<file path="config.mk">
export PLATFORM = sky130hd
export DESIGN_NAME = motion_controller
export DESIGN_NICKNAME = d
export VERILOG_FILES = /design/src/rtl/motion_controller.sv
export SDC_FILE = /design/constraint.sdc
export NUM_CORES = 1
export LEC_CHECK = 0
export ABC_AREA = 1
export CORE_MARGIN = 10
export CORE_UTILIZATION = 55
export DETAILED_ROUTE_END_ITERATION = 12
export PLACE_DENSITY_LB_ADDON = 0.25
export SYNTH_ARGS = -nofsm -noshare
export SYNTH_HDL_FRONTEND = slang
export SYNTH_SLANG_ARGS = --single-unit
</file>
<file path="constraint.sdc">
create_clock -name i_clk -period 2.8 [get_ports i_clk]
set_input_delay 0.42 -clock i_clk [delete_from_list [all_inputs] [get_ports i_clk]]
set_output_delay 0.42 -clock i_clk [all_outputs]
set_load 0.1 [all_outputs]
</file>
<file path="src/rtl/motion_controller.sv">
// ----------------------------------------------------------------------------
// motion_controller
//
// Purpose:
//   Executes one move per CPU command: straight line following (forward),
//   pivot turns (right/left) or a U-turn (reverse). Each move runs until the
//   next node is found under three-sensor line following. The controller
//   drives both wheel H-bridges with PWM. When a node is reached it returns a
//   one-cycle node_update pulse, so the sampler can step its node history and
//   issue the next command. An obstacle pauses the move without losing
//   progress. A line lost for too long latches a fault, which only reset
//   clears.
//
// Ports:
//   i_clk          system clock
//   i_reset        synchronous, active-low reset
//   i_cpu_done     level; direction enables are valid while high
//   i_right_en     command: pivot right at node
//   i_left_en      command: pivot left at node
//   i_forward_en   command: go straight
//   i_reverse_en   command: U-turn (pivot right, double blanking)
//   i_sensor[2:0]  {left,center,right} line sensors, 1 = on line
//   i_obstacle     obstacle present; pauses motion
//   o_node_update  one-cycle pulse on node arrival (shown with state IDLE)
//   o_motor_l_a/b  left wheel forward / reverse PWM
//   o_motor_r_a/b  right wheel forward / reverse PWM
//   o_busy         high in FOLLOW, TURN_BLANK, TURN_SEEK and PAUSE
//   o_cmd_err      one-cycle pulse after an illegal command
//   o_fault        sticky line-lost fault
//   o_state_dbg    current state: IDLE=0 FOLLOW=1 TURN_BLANK=2
//                  TURN_SEEK=3 PAUSE=4 FAULT=5
//
// Command handshake:
//   There is no ready signal. A command is taken exactly once. This happens on
//   a cycle where the FSM is IDLE, the controller is armed and i_cpu_done is
//   high; on that cycle the enables are sampled. Taking a command disarms the
//   controller, and any cycle with i_cpu_done low re-arms it. A stale
//   i_cpu_done that stays high after node_update therefore never repeats the
//   move.
// ----------------------------------------------------------------------------
module motion_controller #(
  parameter int PWM_PERIOD    = 1000,
  parameter int DUTY_FULL     = 800,
  parameter int DUTY_SLOW     = 400,
  parameter int NODE_DEBOUNCE = 50,
  parameter int TURN_BLANK    = 100000,
  parameter int LOST_LIMIT    = 500000
) (
  input  logic       i_clk,
  input  logic       i_reset,
  input  logic       i_cpu_done,
  input  logic       i_right_en,
  input  logic       i_left_en,
  input  logic       i_forward_en,
  input  logic       i_reverse_en,
  input  logic [2:0] i_sensor,
  input  logic       i_obstacle,
  output logic       o_node_update,
  output logic       o_motor_l_a,
  output logic       o_motor_l_b,
  output logic       o_motor_r_a,
  output logic       o_motor_r_b,
  output logic       o_busy,
  output logic       o_cmd_err,
  output logic       o_fault,
  output logic [2:0] o_state_dbg
);

  // --------------------------------------------------------------------------
  // Widths and constants
  // --------------------------------------------------------------------------
  localparam int CW  = (PWM_PERIOD > 1) ? $clog2(PWM_PERIOD) : 1;
  localparam int CW1 = CW + 1;
  localparam int BW  = $clog2(2 * TURN_BLANK + 2);
  localparam int DW  = $clog2(NODE_DEBOUNCE + 2);
  localparam int LW  = $clog2(LOST_LIMIT + 2);

  // A duty at or above the period saturates to the period, so the
  // compare is always true and the output is constantly high.
  localparam int FULL_SAT = (DUTY_FULL >= PWM_PERIOD) ? PWM_PERIOD : DUTY_FULL;
  localparam int SLOW_SAT = (DUTY_SLOW >= PWM_PERIOD) ? PWM_PERIOD : DUTY_SLOW;

  localparam logic [CW-1:0] PWM_LAST    = CW'(PWM_PERIOD - 1);
  localparam logic [CW1-1:0] DUTY_FULL_W = CW1'(FULL_SAT);
  localparam logic [CW1-1:0] DUTY_SLOW_W = CW1'(SLOW_SAT);
  localparam logic [BW-1:0] BLANK_TURN  = BW'(TURN_BLANK);
  localparam logic [BW-1:0] BLANK_UTURN = BW'(2 * TURN_BLANK);
  localparam logic [DW-1:0] DEB_LAST    = DW'(NODE_DEBOUNCE - 1);
  localparam logic [LW-1:0] LOST_LAST   = LW'(LOST_LIMIT - 1);

  typedef enum logic [2:0] {
    S_IDLE   = 3'd0,
    S_FOLLOW = 3'd1,
    S_TBLANK = 3'd2,
    S_TSEEK  = 3'd3,
    S_PAUSE  = 3'd4,
    S_FAULT  = 3'd5
  } state_t;

  // Steering class used while following the line
  typedef enum logic [1:0] {
    ST_STRAIGHT   = 2'd0,
    ST_LEFT_SLOW  = 2'd1,
    ST_RIGHT_SLOW = 2'd2
  } steer_t;

  // --------------------------------------------------------------------------
  // Registers
  // --------------------------------------------------------------------------
  state_t          r_state;
  state_t          r_ret;
  logic            r_armed;
  logic [CW-1:0]   r_pwm;
  logic [BW-1:0]   r_blank;
  logic [DW-1:0]   r_deb;
  logic [LW-1:0]   r_lost;
  steer_t          r_steer;
  logic            r_pivot_left;
  logic            r_node_update;
  logic            r_cmd_err;

  // --------------------------------------------------------------------------
  // Wires
  // --------------------------------------------------------------------------
  state_t          w_state_next;
  logic [3:0]      w_cmds;
  logic            w_one_cmd;
  logic            w_accept;
  logic            w_load_blank;
  logic            w_blank_dec;
  logic            w_clr_follow;
  logic            w_deb_inc;
  logic            w_deb_clr;
  logic            w_lost_inc;
  logic            w_lost_clr;
  logic            w_node;
  logic            w_cmd_bad;
  logic            w_enter_pause;
  steer_t          w_steer;
  logic            w_full_on;
  logic            w_slow_on;
  logic            w_l_fwd;
  logic            w_l_rev;
  logic            w_r_fwd;
  logic            w_r_rev;
  logic            w_l_slow;
  logic            w_r_slow;
  logic            w_l_drive;
  logic            w_r_drive;

  assign w_cmds    = {i_right_en, i_left_en, i_forward_en, i_reverse_en};
  // Exactly one bit set: nonzero, and clearing the lowest set bit leaves zero
  assign w_one_cmd = (w_cmds != 4'd0) && ((w_cmds & (w_cmds - 4'd1)) == 4'd0);
  assign w_accept  = (r_state == S_IDLE) && r_armed && i_cpu_done;

  assign w_full_on = {1'b0, r_pwm} < DUTY_FULL_W;
  assign w_slow_on = {1'b0, r_pwm} < DUTY_SLOW_W;

  // Sensor-to-steering decode. 101 is treated as centred, and so is 111
  // (a node candidate). 000 holds the last steering.
  always_comb begin
    w_steer = r_steer;
    case (i_sensor)
      3'b010, 3'b101, 3'b111: w_steer = ST_STRAIGHT;
      3'b100, 3'b110:         w_steer = ST_LEFT_SLOW;
      3'b001, 3'b011:         w_steer = ST_RIGHT_SLOW;
      default:                w_steer = r_steer;
    endcase
  end

  // --------------------------------------------------------------------------
  // FSM: state register
  // --------------------------------------------------------------------------
  always_ff @(posedge i_clk) begin
    if (!i_reset) begin
      r_state <= S_IDLE;
    end else begin
      r_state <= w_state_next;
    end
  end

  // --------------------------------------------------------------------------
  // FSM: next state and counter controls
  // --------------------------------------------------------------------------
  always_comb begin
    w_state_next  = r_state;
    w_load_blank  = 1'b0;
    w_blank_dec   = 1'b0;
    w_clr_follow  = 1'b0;
    w_deb_inc     = 1'b0;
    w_deb_clr     = 1'b0;
    w_lost_inc    = 1'b0;
    w_lost_clr    = 1'b0;
    w_node        = 1'b0;
    w_cmd_bad     = 1'b0;
    w_enter_pause = 1'b0;
    case (r_state)
      S_IDLE: begin
        if (w_accept) begin
          if (!w_one_cmd) begin
            w_cmd_bad = 1'b1;
          end else if (i_forward_en) begin
            w_state_next = S_FOLLOW;
            w_clr_follow = 1'b1;
          end else begin
            w_state_next = S_TBLANK;
            w_load_blank = 1'b1;
          end
        end
      end
      S_FOLLOW: begin
        // The obstacle takes priority over node and lost detection;
        // every counter stays frozen while paused.
        if (i_obstacle) begin
          w_state_next  = S_PAUSE;
          w_enter_pause = 1'b1;
        end else begin
          if (i_sensor == 3'b111) begin
            if (r_deb == DEB_LAST) begin
              w_state_next = S_IDLE;
              w_node       = 1'b1;
            end else begin
              w_deb_inc = 1'b1;
            end
          end else begin
            w_deb_clr = 1'b1;
          end
          if (i_sensor == 3'b000) begin
            if (r_lost == LOST_LAST) begin
              w_state_next = S_FAULT;
            end else begin
              w_lost_inc = 1'b1;
            end
          end else begin
            w_lost_clr = 1'b1;
          end
        end
      end
      S_TBLANK: begin
        if (i_obstacle) begin
          w_state_next  = S_PAUSE;
          w_enter_pause = 1'b1;
        end else begin
          w_blank_dec = 1'b1;
          // The loaded count equals the number of blanking cycles, so the
          // cycle that finds 1 is the last one.
          if (r_blank <= BW'(1)) begin
            w_state_next = S_TSEEK;
          end
        end
      end
      S_TSEEK: begin
        if (i_obstacle) begin
          w_state_next  = S_PAUSE;
          w_enter_pause = 1'b1;
        end else if (i_sensor == 3'b010) begin
          w_state_next = S_FOLLOW;
          w_clr_follow = 1'b1;
        end
      end
      S_PAUSE: begin
        if (!i_obstacle) begin
          w_state_next = r_ret;
        end
      end
      S_FAULT: begin
        w_state_next = S_FAULT;
      end
      default: begin
        w_state_next = S_IDLE;
      end
    endcase
  end

  // --------------------------------------------------------------------------
  // Datapath registers: PWM, arming, counters, latched move data, pulses
  // --------------------------------------------------------------------------
  always_ff @(posedge i_clk) begin
    if (!i_reset) begin
      r_pwm         <= '0;
      r_armed       <= 1'b1;
      r_blank       <= '0;
      r_deb         <= '0;
      r_lost        <= '0;
      r_steer       <= ST_STRAIGHT;
      r_pivot_left  <= 1'b0;
      r_ret         <= S_IDLE;
      r_node_update <= 1'b0;
      r_cmd_err     <= 1'b0;
    end else begin
      r_pwm <= (r_pwm == PWM_LAST) ? '0 : r_pwm + CW'(1);

      if (!i_cpu_done) begin
        r_armed <= 1'b1;
      end else if (w_accept) begin
        r_armed <= 1'b0;
      end

      r_node_update <= w_node;
      r_cmd_err     <= w_cmd_bad;

      if (w_load_blank) begin
        r_blank      <= i_reverse_en ? BLANK_UTURN : BLANK_TURN;
        r_pivot_left <= i_left_en;
      end else if (w_blank_dec && (r_blank != '0)) begin
        r_blank <= r_blank - BW'(1);
      end

      if (w_clr_follow || w_deb_clr) begin
        r_deb <= '0;
      end else if (w_deb_inc) begin
        r_deb <= r_deb + DW'(1);
      end

      if (w_clr_follow || w_lost_clr) begin
        r_lost <= '0;
      end else if (w_lost_inc) begin
        r_lost <= r_lost + LW'(1);
      end

      if (w_clr_follow) begin
        r_steer <= ST_STRAIGHT;
      end else if (r_state == S_FOLLOW) begin
        r_steer <= w_steer;
      end

      if (w_enter_pause) begin
        r_ret <= r_state;
      end
    end
  end

  // --------------------------------------------------------------------------
  // FSM: outputs
  // --------------------------------------------------------------------------
  always_comb begin
    w_l_fwd  = 1'b0;
    w_l_rev  = 1'b0;
    w_r_fwd  = 1'b0;
    w_r_rev  = 1'b0;
    w_l_slow = 1'b0;
    w_r_slow = 1'b0;
    case (r_state)
      S_FOLLOW: begin
        w_l_fwd  = 1'b1;
        w_r_fwd  = 1'b1;
        w_l_slow = (w_steer == ST_LEFT_SLOW);
        w_r_slow = (w_steer == ST_RIGHT_SLOW);
      end
      S_TBLANK, S_TSEEK: begin
        // Right turn and U-turn pivot clockwise; left turn is the mirror
        w_l_slow = 1'b1;
        w_r_slow = 1'b1;
        w_l_fwd  = !r_pivot_left;
        w_l_rev  = r_pivot_left;
        w_r_fwd  = r_pivot_left;
        w_r_rev  = !r_pivot_left;
      end
      default: begin
        w_l_fwd = 1'b0;
      end
    endcase
  end

  assign w_l_drive = w_l_slow ? w_slow_on : w_full_on;
  assign w_r_drive = w_r_slow ? w_slow_on : w_full_on;

  // Direction flags are mutually exclusive per wheel, so a and b never overlap
  assign o_motor_l_a   = w_l_fwd & w_l_drive;
  assign o_motor_l_b   = w_l_rev & w_l_drive;
  assign o_motor_r_a   = w_r_fwd & w_r_drive;
  assign o_motor_r_b   = w_r_rev & w_r_drive;
  assign o_node_update = r_node_update;
  assign o_cmd_err     = r_cmd_err;
  assign o_busy        = (r_state != S_IDLE) && (r_state != S_FAULT);
  assign o_fault       = (r_state == S_FAULT);
  assign o_state_dbg   = r_state;

endmodule

</file>
# Yosys cells after proc, flatten, opt, wreduce, memory -nomap -nowiden
# Index checks and enable logic that the tools add are counted.
[classes] muxes=56 order_cmp=3 reduce_logical=28 n_addsub=5 n_eq_ne=23 n_bitwise=8
[ops] op="$mux W18" n=3
[ops] op="$mux W3" n=12
[ops] op="$mux W1" n=33
[ops] op="$add A19 B1 Y19 const B" n=1
[ops] op="$eq A19 B19 Y1 const B" n=1
[ops] op="$eq A3 B3 Y1 const B" n=6
[ops] op="$le A18 B1 Y1 const B" n=1
[ops] op="$pmux W3 S6" n=1
[ops] op="$reduce_bool A18 Y1" n=1
[ops] op="$sub A18 B1 Y18 const B" n=1
[ops] op="$reduce_or A2 Y1" n=7
[ops] op="$eq A3 B2 Y1 const B" n=4
[ops] op="$add A10 B1 Y10 const B" n=1
[ops] op="$eq A10 B10 Y1 const B" n=1
[ops] op="$lt A10 B10 Y1 const B" n=1
[ops] op="$lt A10 B9 Y1 const B" n=1
[ops] op="$pmux W1 S2" n=5
[ops] op="$ne A3 B3 Y1 const B" n=3
[ops] op="$add A6 B1 Y6 const B" n=1
[ops] op="$eq A3 B1 Y1 const B" n=2
[ops] op="$eq A6 B6 Y1 const B" n=1
[ops] op="$logic_not A3 Y1" n=2
[ops] op="$ne A2 B2 Y1 const B" n=3
[ops] op="$pmux W2 S3" n=1
[ops] op="19 further kinds" n=30
[word_totals] output_inout_bits=11 input_bits=11 wordCells=134 reg_bits=65

# Depth between registers and ports, before layout
[logic_depth] word_depth=9 ltp_mapped=11 mapped_depth_nobuf=11

# Worst setup path after synthesis
# OpenSTA, ideal clock, no wires.
[synth_path] path_type="reg2out" start="register r_state[2] (netlist: o_state_dbg[2])" end="output o_busy" stages_incl_launch_ff=4 path_slack_ns=-1.252 n_path_buf=0 arrival_ns=3.632 required_ns=2.380 path_cell_list="dfxtp_1 > inv_2 > nor2_1 > nor2_1"
[synth_between] elab_chain_cells=2
[synth_lines] element="start, declared" line="110" source="state_t r_state;"
[synth_lines] element="start signal, assigned" line="178" source="r_state <= w_state_next;"
[synth_lines] element="$ne A3 B3 Y1 or $reduce_bool A3 Y1 (tied branches)" line="375" source="assign o_busy = (r_state != S_IDLE) && (r_state != S_FAULT);"
[synth_lines] element="$logic_and A1 B1 Y1 (*)" line="375"
[synth_lines] element="end, declared" line="63" source="output logic o_busy,"
# Mark *: on every way between the ends. The rest lies on a longest branch, timed or not.

# Worst setup path in the final report
[layout_path] start="input i_sensor[2]" end="output o_motor_r_a"
[layout_between] elab_chain_cells=7
[layout_lines] element="start, declared" line="56" source="input logic [2:0] i_sensor,"
[layout_lines] element="$eq A3 B3 Y1, or another cell as far along" line="163" source="case (i_sensor)"
[layout_lines] element="$reduce_or A3 Y1 or $reduce_or A2 Y1 (tied branches)" line="163"
[layout_lines] element="$pmux W2 S3 (*)" line="163"
[layout_lines] element="$eq A2 B2 Y1 (*)" line="348" source="w_r_slow = (w_steer == ST_RIGHT_SLOW);"
[layout_lines] element="$pmux W1 S2 (*)" line="343" source="case (r_state)"
[layout_lines] element="$mux W1 (*)" line="366" source="assign w_r_drive = w_r_slow ? w_slow_on : w_full_on;"
[layout_lines] element="$and A1 B1 Y1 (*)" line="371" source="assign o_motor_r_a = w_r_fwd & w_r_drive;"
[layout_lines] element="end, declared" line="61" source="output logic o_motor_r_a,"
# Marks and branches as above.

==> flow_summary.toml <==
[sta]
drv_slew = 0
setup_viol = 0
tightestPinTransition_ns = 0.687
fin_crit_sh = 0.943
fmax_mhz = 379
clock_skew_ns = 0.00444
hold_viol = 0
fin_crit_ns = 2.64
finalSetupTns_ns = 0
slew-limit-headroom = 0.539
rsz0062_at_grt = "no"

[yosys]
synth_area_leaders = "dfxtp_1 34%, nand2_1 14%, nor2_1 9.5%"
synthCells = 574
synth_area_leader_cell = "dfxtp_1"
syn_area_per_cell_um2 = 6.67
synth_top_family_by_area = "simple AND/OR/NAND/NOR gates"
synth-seq-area-share = 0.340
synth_area_um2 = 3830
synth-xor-area-share = 0.0572
yosysTopAreaCellShare = 0.340
synth-compound-area-share = 0.119
synthSimpleGateAreaFrac = 0.386
synth.ff_latch_count = 65
yosys.area_share.adder = 0.0229
syn-num-nets = 592
synthMuxAreaShare = 0
ys_warn_count = 0
yosysUniqueCellTypes = 40

[pwr]
p_per_area_nw_per_um2 = 722
finalPower_w = 0.00319
p_leak_nw = 1.84
vdd_drop_max_uv = 518

[routing]
ant_nets = 0
via_per_inst = 5.20
met1_length_um = 3770
drc_errors = 0
drtIter0Drc = 134
drt-pass1-iter-count = 4
top_layer = "met4"
wl_met2_um = 4580
wl_per_cell_um = 12.6
via_count = 3653
met3WireLength_um = 371
routed_wl_um = 8830

[worst_hold_path]
min_path_cells = 1
hold_path_class = "reg2reg"
hold-path-endpoint = "r_pwm[0]$_SDFF_PP0_"
hp-start = "r_pwm[0]$_SDFF_PP0_"

[clock_network]
cts.sink_count = 65
cts_tree = "yes"
clk_pin_slew_worst_paths_ns = 0.07
clock_latency_ns = 0.35
cts.path.max_buffers = 2
cts_buffers = 9
ctsRootBufferMaster = "clkbuf_8"
cts-htree-levels = 3

[setup_path]
endpoint_kind = "output pin"
path_class = "in2out"
crit_arrival_ns = 2.22
r2r-end = "r_lost[10]$_SDFFE_PP0P_"
regToRegStartpoint = "r_lost[0]$_SDFFE_PP0P_"
required_ns = 2.38
slowest_delay_ns = 0.53
r2r_slack_ns = 0.76
cpMaxStageDelayCell = "clkdlybuf4s50_1"
crit_start = "i_sensor[2]"
path_common_cell = "inv_1"
crit_chain = "clkdlybuf4s50_1 -> inv_1 -> a22oi_1 -> inv_1 -> nand3_1 -> nand2_1 -> o21ai_0 -> a21oi_2 -> buf_12"
path_buf_inv = 4
cp_top_family = "buffers and inverters"
cp-start-kind = "primary input"
worstPathMaxFanout = 4
reg2reg_depth = 8

[die]
die-area_um2 = 10700
start_util = 0.563
rows = 30
ios = 22
dieHeight_um = 103
die_w_um = 103
core-area_um2 = 6790

[global_route]
antenna_found_initial = 0
grt_pass1_wl_um = 15100
grt.overflow.total = 0
grt_pass1_vias = 3405
grt_usage = 0.175
grt_max_degree = 20

[layout]
diodes = 0
drive_above_1_share = 0.112
fin_util = 0.651
area_growth_pct = 15.5
final_nets = 620
final_common_cell = "nand2_1"
num-fill-cells = 609
most-common-layout-cells = "140 x nand2_1, 93 x nor2_1, 62 x dfxtp_1"

[placed_design]
dp_hpwl_um = 6860
numPortBuffers = 21
gp_congestion = 0.918

[status]
status = "finished, final reports clean"

[flow_run]
cap_violations = 0
==> final cells by class <==
class,instances,area [um2],share of cell area
flip-flops and latches,65,1310,0.295
clock buffers,12,155,0.0351
repair buffers,22,240,0.0543
clock inverters,4,75.1,0.0170
inverters,67,251,0.0569
well taps,96,120,0.0272
multi-input cells,437,2270,0.514
==> through the flow <==
| step | cell area [um2] | hold slack, ns | std cells | setup slack [ns] |
|---|---|---|---|---|
| finish | 4420 | 0.456 | 703 | 0.161 |
| global placement | 4190 | 0.432 | 687 | 0.181 |
| detailed placement | 4190 | 0.447 | 687 | 0.147 |
| floorplan | 3870 | 0.418 | 574 | 0.0656 |
| CTS | 4420 | 0.464 | 703 | 0.0511 |
| global route | 4420 | 0.478 | 703 | 0.00636 |
==> layer usage <==
| metal | global-route usage | vias up |
|---|---|---|
| met5 | 0 | - |
| met4 | 0.0513 | 0 |
| met3 | 0.0445 | 12 |
| met2 | 0.308 | 82 |
| met1 | 0.203 | 1655 |
| li1 | - | 1904 |
==> Yosys cell counts, drive strengths merged <==
cell and number:
clkinv 1, buf 4, a221oi 1, a21oi 44
or2 5, clkbuf 1, dfxtp 65, nand4 16
inv 66, nand3 32, and2 2, xnor2 8
a21o 1, nor3 11, a21boi 1, nor2 105
o21ai 28, nor4 2, xor2 17, nor3b 2
ha 7, nand3b 3, nand2 146, a22oi 1
a211oi 2, o211ai 3
==> power by group <==
group	switching (W)	internal (W)	total, W	leakage, nW
Clock	0.000365	0.000550	0.000915	0.109
Sequential	0.0000737	0.000992	0.00107	0.527
Combinational	0.000788	0.000423	0.00121	1.20
Total	0.00123	0.00196	0.00319	1.84
==> repair_timing <==
item,in CTS,in global routing
setup endpoints to repair,0,2
hold buffers,0,0
endpoints found under the hold margin,0,0
gates resized for setup,0,1
setup buffers,0,0
==> kinds of logic (layout without fill, tap and decap cells) <==
logic type | Yosys count | count (layout)
AOI/OAI and AO/OA | 81 | 81
xor gates and xnor gates | 25 | 25
adders and majority gates | 7 | 7
buffers and inverters | 72 | 105
DFF | 65 | 65
and+or+nand+nor | 324 | 324
==> registers in the layout, indices dropped and copies added (netlist names) <==
signal,flops
r_lost,19
r_pwm,10
r_pivot_left,1
r_blank,18
o_cmd_err,1
r_deb,6
o_state_dbg,3
r_ret,3
r_armed,1
o_node_update,1
r_steer,2
==> how the worst max path moves through the flow <==
stage	cells past startpoint	end
6_report	9	o_motor_r_a
3_5_place_dp	10	o_motor_l_a
2_1_floorplan	8	o_motor_l_a
5_1_grt	11	o_motor_l_a
3_3_place_gp	10	o_motor_l_a
4_1_cts	10	o_motor_l_a
Note: power is estimated with default switching activity, not from simulation.
